**src/rtl/dmem_mmio.sv**
```systemverilog
// Data-side memory for the single-cycle MIPS core: word RAM plus an MMIO bank (GPIO_OUT, compare-match timer).
// Loads are combinational and stores commit on the clock edge; the timer exists only when DMEM_TIMER_EN is defined.
module dmem_mmio #(
  parameter int RAM_WORDS = 64
) (
  input  logic        clk,
  input  logic        reset,
  input  logic        memwrite,
  input  logic [31:0] addr,
  input  logic [31:0] writedata,
  output logic [31:0] readdata,
  output logic [31:0] gpio,
  output logic        irq
);
  localparam int AW = $clog2(RAM_WORDS);

  logic [31:0]   ram [RAM_WORDS];
  logic          mmio_sel;
  logic [AW-1:0] ram_idx;
  logic [7:0]    off;
  logic          mmio_wr;
  logic          unused_addr;

  assign mmio_sel    = (addr[31:16] == 16'hFFFF);
  assign ram_idx     = addr[AW+1:2];
  assign off         = addr[7:0];
  assign mmio_wr     = memwrite && mmio_sel;
  assign unused_addr = ^addr;

  always_ff @(posedge clk) begin
    if (memwrite && !mmio_sel) ram[ram_idx] <= writedata;
  end

  always_ff @(posedge clk) begin
    if (reset)                         gpio <= '0;
    else if (mmio_wr && off == 8'h00)  gpio <= writedata;
  end

`ifdef DMEM_TIMER_EN
  logic [2:0]  ctrl;   // {IRQEN, RELOAD, EN}
  logic [31:0] count;
  logic [31:0] cmp;
  logic        match_flag;
  logic        tmr_match;

  assign tmr_match = ctrl[0] && (count == cmp);

  // Software writes take priority over the timer's own updates, except that
  // a new match always sets MATCH even if the same cycle clears it.
  always_ff @(posedge clk) begin
    if (reset) begin
      ctrl       <= '0;
      count      <= '0;
      cmp        <= '0;
      match_flag <= 1'b0;
    end else begin
      if (mmio_wr && off == 8'h04)   ctrl    <= writedata[2:0];
      else if (tmr_match && !ctrl[1]) ctrl[0] <= 1'b0;

      if (mmio_wr && off == 8'h08)   count <= writedata;
      else if (tmr_match && ctrl[1]) count <= '0;
      else if (ctrl[0] && !tmr_match) count <= count + 32'd1;

      if (mmio_wr && off == 8'h0C) cmp <= writedata;

      if (tmr_match)                                         match_flag <= 1'b1;
      else if (mmio_wr && off == 8'h10 && writedata[0])      match_flag <= 1'b0;
    end
  end

  assign irq = match_flag & ctrl[2];
`else
  assign irq = 1'b0;
`endif

  always_comb begin
    readdata = '0;
    if (!mmio_sel) begin
      readdata = ram[ram_idx];
    end else begin
      case (off)
        8'h00:   readdata = gpio;
`ifdef DMEM_TIMER_EN
        8'h04:   readdata = {29'd0, ctrl};
        8'h08:   readdata = count;
        8'h0C:   readdata = cmp;
        8'h10:   readdata = {31'd0, match_flag};
`endif
        default: readdata = '0;
      endcase
    end
  end
endmodule

```
**config.mk**
```make
export PLATFORM = sky130hd
export DESIGN_NAME = dmem_mmio
export DESIGN_NICKNAME = d
export VERILOG_FILES = /design/src/rtl/dmem_mmio.sv
export SDC_FILE = /design/constraint.sdc
export NUM_CORES = 2
export LEC_CHECK = 0
export BUFFER_PORTS_ARGS = -buffer_cell sky130_fd_sc_hd__clkbuf_2
export CAP_MARGIN = 40
export CORE_UTILIZATION = 50
export DETAILED_ROUTE_END_ITERATION = 12
export PLACE_DENSITY = 0.73
export SLEW_MARGIN = 20
export SYNTH_ARGS = -nofsm -noshare
export SYNTH_HDL_FRONTEND = slang
export SYNTH_SLANG_ARGS = --single-unit
```
**constraint.sdc**
```tcl
create_clock -name clk -period 4.13 [get_ports clk]
set_clock_uncertainty 0.15 [all_clocks]
set_input_delay 0.413 -clock clk [delete_from_list [all_inputs] [get_ports clk]]
set_output_delay 0.413 -clock clk [all_outputs]
set_load 0.02 [all_outputs]
```
Yosys cells after proc, flatten, opt, wreduce, memory -nomap -nowiden
Memories as Yosys holds them, arrays and structs flattened.
Index checks and enable logic that the tools add are counted.
{"block": "op_classes", "n_div": 0, "n_reduce_logical": 5, "n_eq_ne": 1, "bitwise_logic": 0, "add_sub_neg": 0, "mux": 4, "n_shift": 0, "order_cmp": 0, "mul": 0}
{"operator": "$mux W32", "count": 2}
{"operator": "$eq A16 B16 Y1 const B", "count": 1}
{"operator": "$logic_not A8 Y1", "count": 1}
{"operator": "$logic_and A1 B1 Y1", "count": 3}
{"operator": "$mux W1", "count": 2}
{"operator": "$logic_not A1 Y1", "count": 1}
{"block": "word_totals", "ram_bits": 2048, "inputBits": 67, "register_bits": 32, "mem_count": 1, "mem_bits_ro": 0, "out_inout_bits": 65, "word_cells": 12, "latchBits": 0}
{"name": "ram", "depth": 64, "width": 32, "read_ports": 1, "rd_clocked_by_memory_dff": 0, "write_ports": 1, "line": "17", "text": "logic [31:0] ram [RAM_WORDS];"}

Logic depth before layout (Yosys ltp)
{"block": "depth", "depth_word": 5, "depth_mapped": 11, "depth_no_buf": 6}

Worst setup path after synthesis
Ideal clock, no wire load.
{"block": "synth_path", "path_kind": "input port to flip-flop", "startpoint": "in addr[2]", "endpoint": "mem ram[15][0] (enable)", "t_arrival_ns": 3.161, "setup_ns": 0.421, "slack_ns": 0.397, "required_ns": 3.559, "cell_stages": 9, "path_buffers": 6, "cell_sequence": "buf_6 buf_6 buf_6 buf_4 buf_4 buf_2 and3_1 nand2_1 nor2_1"}
{"item": "start: declaration", "line": "9", "text": "input logic [31:0] addr,"}
{"item": "end: declaration", "line": "17"}
Straight into the memory's write port.

Worst setup path after layout
{"block": "layout_path", "startpoint": "in addr[2]", "endpoint": "out readdata[31]"}
{"block": "layout_between", "elab_chain_len": 3, "elab_cells_between_ends": 4, "classes_between": "mux: 2; reduce/logical: 1; memory: 1"}
{"item": "branches (longest 2 deep; another with $mem_v2 Z64 W32)"}
{"item": "$mux W32 *", "line": "78", "text": "if (!mmio_sel) begin"}
{"item": "end: declaration", "line": "11", "text": "output logic [31:0] readdata,"}
Every way passes the cells marked *.

==> impl_metrics.yaml <==
status:
  status: "complete, but fails checks"
  violations: "negative setup slack"
logic_synthesis:
  synth_cell_types: 74
  synth_edf_count: 2048
  yosys_warnings: 0
  yosys.area.top_type: "edfxtp_1"
  synthArstFlopShare_pct: 0
  yosysSeqAreaShare_pct: 77.29
  synth-seq-cells: 2080
  synth_area_sq_mm: 0.08039
  syn_nets: 4473
  netlist_instances: 4406
  synth.area.top_cells: "edfxtp_1, mux4_2, mux2i_1"
  synth_flop_cell: "edfxtp_1"
  syn_avg_cell_area_sq_um: 18.25
  synth_top_area_share_pct: 76.50
sta:
  fmax_ghz: 0.2404
  tightest_slew_ns: 1.001
  holdWs_ns: 0.04726
  fin_crit_sh_pct: 100.7
  setup_viol: 2
  fin_setup_tns_ns: -0.04519
  slew_headroom_pct: 33.13
  fin_ws_ns: -0.02929
  rsz0062_at_grt: "false"
  fin_crit_ns: 4.159
  hold_viol_final: 0
  slew_viol_final: 0
floorplan:
  die_w_um: 403.0
  rows: 146
  die_area_sq_mm: 0.1624
  fp.dieH_um: 403.0
  ios: 132
  initial_core_util_pct: 50.59
  coreArea_sq_mm: 0.1589
route:
  vias: 49940
  dr_wl_met3_um: 42740
  via_per_inst: 6.933
  wl_met1_um: 88950
  drc: 0
  wl_um: 263400
  wire_per_inst_um: 36.57
  drtPass1Iterations: 7
  highest_layer: "met5"
  drtIter0Drc: 9602
  wl_met2_um: 117700
  detail-route-antenna-nets: 0
power_and_ir_drop:
  power_leakage_nw: 31.25
  power.total_w: 0.04411
  p_per_area_mw_per_mm2: 462.8
  vdd.ir_drop.worst_uv: 341.1
cells_and_area:
  syn_to_final_growth_pct: 18.55
  drive_gt1_share_pct: 25.38
  design_area_sq_mm: 0.09531
  fin_nets: 5031
  final_core_util_pct: 59.97
  mostFrequentLayoutCells: "edfxtp_1, buf_4, mux2i_1, clkbuf_16, a21oi_1"
  final_common_cell: "edfxtp_1"
setup_path:
  cp_num_buf_inv: 5
  required_ns: 3.57
  cp_common_cell: "buf_4"
  path_class: "in2out"
  arrival_ns: 3.60
  cp_slowest_stage_delay_ns: 0.48
  cp_max_fo: 33
  cp_top_family: "compound AO/OA/AOI/OAI gates"
  crit_slowest_cell: "a2111oi_2"
  path_cells: "buf_8 > buf_4 > nor2b_4 > buf_12 > a221o_1 > a22oi_1 > o22ai_1 > a2111oi_2 > buf_4 > a41oi_1 > clkbuf_2"
  start_kind: "primary input"
  end_kind: "output pin"
global_routing:
  grt_overflow_total: 0
  grtUsageTotal_pct: 32.06
  grt_pass1_wl_um: 362200
  antenna_found_initial: 23
  grt_pass1_vias: 47420
  grt_max_degree: 66
cts:
  cts_tree: "yes"
  postCtsSetupBuffers: 0
  htreeDepth: 4
  clock_path_buffers: 3
  insertion_delay_ns: 0.86
  numCtsBuffers: 198
  cts_root_buffer: "clkbuf_16"
  path_clk_slew_ns: 0.06
  cts.sinks: 2080
placement:
  gp_congestion: 0.9287
  numPortBuffers: 122
  hpwl_um: 165400
  place_area_sq_mm: 0.08883
min_path:
  hold_path_class: "in2reg"
job:
  maxCapViolations: 0
## logic make-up (layout without fill, tap and decap cells)
family / count (synthesis) / in the layout / synth area share [%]
buffers and inverters: 311 / 1028 / 2.065
and+or+nand+nor: 480 / 480 / 2.626
DFF: 2080 / 2080 / 77.29
AOI/OAI and AO/OA: 969 / 969 / 8.725
other: 1 / 8 / 0.004664
muxes: 565 / 565 / 9.287
## cell usage after synthesis (all sizes together) (94+ instances only)
cell    count
nand2     180
a21oi     191
nor2      177
clkbuf     94
mux2i     291
mux4      130
a22oi     169
buf       214
edfxtp   2048
mux2      144
o21ai      99
a221oi    180
## layout make-up
| class | instances | area [sq um] |
|---|---|---|
| timing repair buffer | 666 | 7109 |
| antenna | 7 | 17.52 |
| sequential | 2080 | 62140 |
| fill | 11090 | 63620 |
| tap | 2072 | 2592 |
| multi-input combinational | 2015 | 17200 |
| inverter | 3 | 18.77 |
| clock inverter | 108 | 1007 |
| clock buffer | 251 | 5226 |
## flip-flops by register name, indices dropped and copies added, names as in the netlist
signal  count
ram      2048
gpio       32
## metal layers
layer | global-route usage [%] | vias up
met5 | 0 | -
met3 | 11.64 | 858
met1 | 41.82 | 25010
met4 | 14.19 | 22
li1 | - | 19330
met2 | 48.39 | 4719
## stage by stage
| step | std cells | setup WS, ns |
|---|---|---|
| 5_1_grt | 7198 | 0.009142 |
| 6_report | 7202 | -0.02929 |
| 3_3_place_gp | 6808 | 0.1486 |
| 2_1_floorplan | 4406 | 0.3974 |
| 4_1_cts | 7186 | 0.001123 |
| 3_5_place_dp | 6816 | 0.2285 |
## worst paths after layout
kind                              start                    end  slack (ns)  cells past startpoint
hold / removal            writedata[17]  gpio[17]$_SDFFE_PP0P_        0.05                      4
setup reg to reg  gpio[13]$_SDFFE_PP0P_  gpio[13]$_SDFFE_PP0P_        2.82                      3
setup / recovery                addr[2]           readdata[31]       -0.03                     11
hold reg to reg   gpio[17]$_SDFFE_PP0P_  gpio[17]$_SDFFE_PP0P_        0.34                      2
## power breakdown
part           total (W)  switching (W)  leakage [nW]  internal (W)
logic            0.00301        0.00204          9.55      0.000969
registers         0.0234      0.0000349          18.7        0.0233
clock network     0.0177        0.00780          3.03       0.00994
## tightest hold or removal path: stages
cell and delay [ns]:
clkbuf_2 0.08, buf_4 0.28, nand2_1 0.15, a21oi_1 0.06
## what timing repair did
item	CTS	global route
resized for setup	1	1
endpoints found under the hold margin	140	103
endpoints found under the setup margin	1	1
hold buffers	11	3
gates cloned	0	0
No activity file was read; power rests on OpenSTA's default activity.
